### src/rtl/chan_req_tx.sv
// Port-side channel transmitter: buffers packets, requests the shared channel and streams on grant.
// Optional request watchdog enabled by defining CHAN_REQ_TX_TIMEOUT_EN.
module chan_req_tx #(
  parameter int unsigned DATA_WIDTH  = 64,
  parameter int unsigned DEPTH       = 32,
  parameter int unsigned BACKOFF_CYC = 4,
  parameter int unsigned TIMEOUT_CYC = 255
) (
  input  logic                  i_clk,
  input  logic                  i_rst,
  input  logic                  i_wr_vld,
  input  logic [DATA_WIDTH-1:0] i_wr_data,
  input  logic                  i_wr_eop,
  output logic                  o_wr_rdy,
  output logic                  o_chan_req,
  input  logic                  i_chan_resp,
  input  logic                  i_chan_nresp,
  output logic                  o_end,
  output logic [DATA_WIDTH-1:0] o_data,
  output logic                  o_data_vld,
  output logic                  o_data_last,
  output logic                  o_timeout
);
  localparam int unsigned AW = $clog2(DEPTH);
  localparam int unsigned CW = AW + 1;
  localparam int unsigned BW = (BACKOFF_CYC > 1) ? $clog2(BACKOFF_CYC) : 1;

  typedef enum logic [2:0] {StIdle, StReq, StSend, StRel, StBackoff} state_e;

  state_e                state_q, state_d;
  logic [AW-1:0]         wr_ptr_q, wr_ptr_d, rd_ptr_q, rd_ptr_d;
  logic [CW-1:0]         cnt_q, cnt_d, pkt_cnt_q, pkt_cnt_d;
  logic [BW-1:0]         bo_cnt_q, bo_cnt_d;
  logic                  chan_req_q, chan_req_d, end_q, end_d;
  logic                  data_vld_q, data_vld_d, data_last_q, data_last_d;
  logic [DATA_WIDTH-1:0] data_q, data_d;
  logic [DATA_WIDTH:0]   mem_q [DEPTH];
  logic [DATA_WIDTH:0]   rd_word;
  logic                  wr_en, rd_en, rd_eop, wr_eop, timeout_evt;

  assign o_wr_rdy = (cnt_q != CW'(DEPTH));
  assign wr_en    = i_wr_vld & o_wr_rdy;
  assign wr_eop   = wr_en & i_wr_eop;
  assign rd_word  = mem_q[rd_ptr_q];
  assign rd_en    = (state_q == StSend) && (cnt_q != '0);
  assign rd_eop   = rd_en & rd_word[DATA_WIDTH];

`ifdef CHAN_REQ_TX_TIMEOUT_EN
  localparam int unsigned TW = $clog2(TIMEOUT_CYC + 1);
  logic [TW-1:0] to_cnt_q, to_cnt_d;
  logic          timeout_q;
  logic          req_wait;

  assign req_wait    = (state_q == StReq) && !i_chan_resp && !i_chan_nresp;
  assign timeout_evt = req_wait && (to_cnt_q == TW'(TIMEOUT_CYC - 1));
  assign to_cnt_d    = (req_wait && !timeout_evt) ? to_cnt_q + TW'(1) : '0;
  assign o_timeout   = timeout_q;

  always_ff @(posedge i_clk or posedge i_rst) begin
    if (i_rst) begin
      to_cnt_q  <= '0;
      timeout_q <= 1'b0;
    end else begin
      to_cnt_q  <= to_cnt_d;
      timeout_q <= timeout_evt;
    end
  end
`else
  assign timeout_evt = 1'b0;
  assign o_timeout   = 1'b0;
`endif

  always_ff @(posedge i_clk) begin
    if (wr_en) mem_q[wr_ptr_q] <= {i_wr_eop, i_wr_data};
  end

  always_comb begin
    wr_ptr_d = wr_en ? wr_ptr_q + AW'(1) : wr_ptr_q;
    rd_ptr_d = rd_en ? rd_ptr_q + AW'(1) : rd_ptr_q;
    cnt_d    = cnt_q;
    case ({wr_en, rd_en})
      2'b10:   cnt_d = cnt_q + CW'(1);
      2'b01:   cnt_d = cnt_q - CW'(1);
      default: cnt_d = cnt_q;
    endcase
    // Packet count saturates rather than wrapping; simultaneous +1/-1 cancels.
    pkt_cnt_d = pkt_cnt_q;
    if (wr_eop && !rd_eop && pkt_cnt_q != CW'(DEPTH)) pkt_cnt_d = pkt_cnt_q + CW'(1);
    else if (rd_eop && !wr_eop && pkt_cnt_q != '0)     pkt_cnt_d = pkt_cnt_q - CW'(1);
  end

  always_comb begin
    state_d  = state_q;
    bo_cnt_d = bo_cnt_q;
    case (state_q)
      StIdle: if (pkt_cnt_q != '0) state_d = StReq;
      StReq: begin
        if (i_chan_resp) begin
          state_d = StSend;
        end else if (i_chan_nresp || timeout_evt) begin
          state_d  = StBackoff;
          bo_cnt_d = '0;
        end
      end
      StSend: if (rd_eop) state_d = StRel;
      StRel:  state_d = StIdle;
      StBackoff: begin
        if (bo_cnt_q == BW'(BACKOFF_CYC - 1)) begin
          bo_cnt_d = '0;
          state_d  = (pkt_cnt_q != '0) ? StReq : StIdle;
        end else begin
          bo_cnt_d = bo_cnt_q + BW'(1);
        end
      end
      default: state_d = StIdle;
    endcase
    // Outputs follow the state one edge late, matching the protocol's request/release timing.
    chan_req_d  = (state_q == StReq) || (state_q == StSend);
    end_d       = (state_q == StRel);
    data_vld_d  = rd_en;
    data_last_d = rd_eop;
    data_d      = rd_en ? rd_word[DATA_WIDTH-1:0] : '0;
  end

  always_ff @(posedge i_clk or posedge i_rst) begin
    if (i_rst) begin
      state_q     <= StIdle;
      wr_ptr_q    <= '0;
      rd_ptr_q    <= '0;
      cnt_q       <= '0;
      pkt_cnt_q   <= '0;
      bo_cnt_q    <= '0;
      chan_req_q  <= 1'b0;
      end_q       <= 1'b0;
      data_vld_q  <= 1'b0;
      data_last_q <= 1'b0;
      data_q      <= '0;
    end else begin
      state_q     <= state_d;
      wr_ptr_q    <= wr_ptr_d;
      rd_ptr_q    <= rd_ptr_d;
      cnt_q       <= cnt_d;
      pkt_cnt_q   <= pkt_cnt_d;
      bo_cnt_q    <= bo_cnt_d;
      chan_req_q  <= chan_req_d;
      end_q       <= end_d;
      data_vld_q  <= data_vld_d;
      data_last_q <= data_last_d;
      data_q      <= data_d;
    end
  end

  assign o_chan_req  = chan_req_q;
  assign o_end       = end_q;
  assign o_data      = data_q;
  assign o_data_vld  = data_vld_q;
  assign o_data_last = data_last_q;

endmodule

### config.mk
export PLATFORM = sky130hd
export DESIGN_NAME = chan_req_tx
export DESIGN_NICKNAME = d
export VERILOG_FILES = /design/src/rtl/chan_req_tx.sv
export SDC_FILE = /design/constraint.sdc
export NUM_CORES = 2
export LEC_CHECK = 0
export ABC_AREA = 1
export BUFFER_PORTS_ARGS = -buffer_cell sky130_fd_sc_hd__buf_2
export CAP_MARGIN = 20
export CELL_PAD_IN_SITES_DETAIL_PLACEMENT = 0
export CELL_PAD_IN_SITES_GLOBAL_PLACEMENT = 1
export CORE_MARGIN = 3
export CORE_UTILIZATION = 47
export CTS_CLUSTER_DIAMETER = 40
export DETAILED_ROUTE_END_ITERATION = 8
export PLACE_DENSITY_LB_ADDON = 0.1
export SKIP_CTS_REPAIR_TIMING = 1
export SLEW_MARGIN = 25
export SYNTH_ARGS = -nofsm -noshare
export SYNTH_HDL_FRONTEND = slang
export SYNTH_SLANG_ARGS = --single-unit
### constraint.sdc
create_clock -name i_clk -period 11.7 [get_ports i_clk]
set_clock_uncertainty 0.1 [all_clocks]
set_input_delay 1.17 -clock i_clk [delete_from_list [all_inputs] [get_ports i_clk]]
set_output_delay 1.17 -clock i_clk [all_outputs]
set_load 0.01 [all_outputs]
==> metrics.log <==
INFO  metric cpMostUsedCell = sky130_fd_sc_hd__nand2_1
INFO  metric cts.sinks = 2175
INFO  metric power_per_cell_area = 254 mW/mm^2
INFO  metric grtUsageMet1 = 0.385
INFO  metric globalRoute.totalOverflow = 0
INFO  metric tritoncts_clock_tree = done
INFO  metric worst-r2r-setup-slack = approximately 6.8 ns
INFO  metric ys_seq_area_frac = 0.769
INFO  metric ctsHtreeMaxLevel = 5
INFO  metric critical_path.max_fanout = 246
INFO  metric setup_total_negative_slack = 0 ns
INFO  metric synth_enable_flop_cells = 2080
INFO  metric layout.cell_area.non_filler = 0.0978 mm^2
INFO  metric finalHoldWorstSlack = 0.306 ns
INFO  metric grt_busiest_layer = met2
INFO  metric critPathLaunch = rd_ptr_q[0]
INFO  metric final_net_count = 6385
INFO  metric die-width = between 400 and 500 um
INFO  metric drtIter0Drc = 6110
INFO  metric fillerInstances = 14400
INFO  metric critical_path_arrival = 5.59 ns
INFO  metric syn2layout_area_growth = 16.0%
INFO  metric routed_wire_length_per_instance = 28.6 um
INFO  metric core-area = 0.177 mm^2
INFO  metric synth_area = about 0.084 mm^2
INFO  metric overall_die_area = 0.185 mm^2
INFO  metric rsz0062_at_grt = no
INFO  metric floorplan.die.height = 430 um
INFO  metric cts_inserted_buffers = 328
INFO  metric post_route_drc = 0
INFO  metric timing_worst_setup_path_type = flop to flop
INFO  metric crit_chain = inv_16 -> buf_4 -> nand2_1 -> nand3_1 -> a21oi_1 -> nor2_1 -> nand2_1 -> nand3_2 -> nand2_2 -> ha_1 -> nand3_1 -> nand3_1 -> nand2_1 -> nand2_1 -> a21oi_1 -> inv_1 -> nand2_1 -> nand3_1 -> nand2_1 -> nand2_1
INFO  metric groute.layer.met3.usage = 0.0409
INFO  metric layout_commonest_cell = sky130_fd_sc_hd__edfxtp_1
INFO  metric seqCellArea = 0.0649 mm^2
INFO  metric wl = 254 mm
INFO  metric finalSetupViolCount = 0
INFO  metric worst_path_max_delay_cell = sky130_fd_sc_hd__buf_4
INFO  metric crit_path_end = pkt_cnt_q[5]
INFO  metric placed_wire_length_estimate_after_detailed_placement = around 120 mm
INFO  metric global_route.usage.total = 0.272
INFO  metric regToRegStartpoint = rd_ptr_q[0]
INFO  metric drt_pass1_iterations = 5
INFO  metric timing_hold_violations_final = 0
INFO  metric worstMarginPinSlew = 1.22 ns
INFO  metric min-delay-path-class = input pin to async pin
INFO  metric yosys_warnings = 0
INFO  metric timing.max_cap.violations = 0
INFO  metric timing.final.crit_share = 0.421
INFO  metric clockRootBuffer = sky130_fd_sc_hd__clkbuf_16
INFO  metric synthesis.nets = 6245
INFO  metric core.rowCount = 154
INFO  metric first_pass_grt_wire_length = 367 mm
INFO  metric grtUsageMet2 = 0.435
INFO  metric reg2regPathDepth = 20
INFO  metric period_minus_slack = slightly below 5 ns
INFO  metric ys_async_sr_fraction = 0.0437
INFO  metric worst_setup_hold_path_clk_slew = 0.06 ns
INFO  metric post_drt_via_cell_ratio = 6.02
INFO  metric irDropWorstVdd = slightly below 300 uV
INFO  metric postSynthCellCount = 6158
INFO  metric clock_latency = 0.92 ns
INFO  metric synth-main-ff-cell = sky130_fd_sc_hd__edfxtp_1
INFO  metric syn_avg_cell_area = 13.7 um^2
INFO  metric max_transition_margin = 0.189
INFO  metric critical_path.startpoint_type = flop
INFO  metric route.vias.total = 53600
INFO  metric grt_pass1_vias = roughly 52000
INFO  metric top_level_ports = 140
INFO  metric post_route_cells_drive_above_1_share = 0.128
INFO  metric initial_utilization = 0.476
INFO  metric grt_antenna_before_repair = 20
INFO  metric placed_area = 0.0871 mm^2
INFO  metric ys_ff_latch = 2175
INFO  metric required_time_at_the_endpoint_of_the_critical_path = roughly 12 ns
INFO  metric cts_max_path_buffers = 4
INFO  metric residual_antenna_violating_net_count_after_detailed_routing = 0
INFO  metric timing.rr.end = pkt_cnt_q[5]
INFO  metric fmax = 203 MHz
INFO  metric grt_start_max_net_pins = between 200 and 250
INFO  metric layout_common_cells = sky130_fd_sc_hd__edfxtp_1 (2080), sky130_fd_sc_hd__nor2_1 (1142), sky130_fd_sc_hd__o21ai_0 (1055)
INFO  metric multi_input_comb_area = roughly 0.017 mm^2
INFO  metric post_synth_num_cell_types = 41
INFO  metric final_weighted_congestion_in_routability_driven_placement = 0.756
INFO  metric power.static_leakage = between 0.03 and 0.04 uW
INFO  metric layout.core_utilization = 0.552
INFO  metric endpoint_kind = flop
INFO  metric maxSlewViolCount = 0
INFO  metric io_buffers = 138
INFO  metric worst_path_max_stage_delay = a little under 0.9 ns
INFO  metric outcome = finished clean
[metrics by stage]
step                total power, uW  setup slack [ns]  instances
floorplan                     13500              6.77       6158
global placement              15400              6.80       8307
detailed placement            15400              6.85       8308
CTS                           25000              6.79       8887
global route                  25900              6.34       8892
finish                        24800              6.77       8896
[sequential cells by signal, summed over array words and instances, names as in the netlist]
signal	count
bo_cnt_q	2
cnt_q	6
mem_q	2080
o_chan_req	1
o_data	64
o_data_last	1
o_data_vld	1
o_end	1
pkt_cnt_q	6
rd_ptr_q	5
state_q	3
wr_ptr_q	5
[critical path, delay by kind of cell (launching register included)]
family	cells	cell delay [ns]
and+or+nand+nor	14	1.40
AOI/OAI and AO/OA	2	0.27
buffers and inverters	3	1.53
adders and majority gates	1	0.36
DFF	1	0.76
[final cells by class]
cell class	instances	share of cell area
multi-input combinational	3477	0.178
inverter	66	0.00306
antenna	9	0.000230
tap	2340	0.0299
clock inverter	204	0.0223
sequential	2175	0.663
timing repair buffer	250	0.0166
clock buffer	375	0.0872
[where the power goes]
part / switching, uW / internal, uW
clock network: 3600 / 5930
logic: 4390 / 1580
registers: 244 / 9090
[worst min-delay path by stage]
stage          slack [ns]    startpoint           end  depth (start not counted)
2_1_floorplan        0.36  pkt_cnt_q[0]  pkt_cnt_q[0]                          1
3_3_place_gp         0.38   bo_cnt_q[0]   bo_cnt_q[0]                          1
3_5_place_dp         0.38      cnt_q[5]      cnt_q[5]                          1
4_1_cts              0.35         i_rst         o_end                          2
5_1_grt              0.36         i_rst   bo_cnt_q[0]                          2
6_report             0.31         i_rst    o_chan_req                          2
[Yosys cell counts, types with 13 or more instances]
master,instances,share of area
sky130_fd_sc_hd__o21ai_1,38,0.0023
sky130_fd_sc_hd__dfrtp_1,95,0.028
sky130_fd_sc_hd__a21oi_1,31,0.0018
sky130_fd_sc_hd__clkbuf_1,256,0.011
sky130_fd_sc_hd__nor2_1,1174,0.052
sky130_fd_sc_hd__o21ai_0,1055,0.063
sky130_fd_sc_hd__nand3_1,132,0.0078
sky130_fd_sc_hd__nand2_1,316,0.014
sky130_fd_sc_hd__nand4_1,25,0.0019
sky130_fd_sc_hd__o211ai_1,69,0.0061
sky130_fd_sc_hd__edfxtp_1,2080,0.74
sky130_fd_sc_hd__ha_1,15,0.0022
sky130_fd_sc_hd__nor3_2,20,0.0024
sky130_fd_sc_hd__o22ai_1,323,0.024
sky130_fd_sc_hd__o221ai_1,143,0.015
sky130_fd_sc_hd__buf_4,26,0.0023
sky130_fd_sc_hd__buf_2,118,0.0070
sky130_fd_sc_hd__a31oi_1,75,0.0056
sky130_fd_sc_hd__buf_1,13,0.00058
sky130_fd_sc_hd__buf_6,22,0.0029
sky130_fd_sc_hd__inv_1,62,0.0028
[kinds of logic after synthesis]
kind of cell,count (synthesis),share of synthesized area
other,1,0.0000445
and+or+nand+nor,1692,0.0801
xor gates and xnor gates,13,0.00135
buffers and inverters,506,0.0280
adders and majority gates,17,0.00270
DFF,2175,0.769
AOI/OAI and AO/OA,1754,0.119
[metal layers]
| layer | share of wire | up-vias |
|---|---|---|
| met5 | 0.00016 | - |
| met2 | 0.48 | 2050 |
| li1 | - | 23500 |
| met3 | 0.065 | 489 |
| met4 | 0.028 | 6 |
| met1 | 0.43 | 27500 |
(Power assumes the default switching activity.)
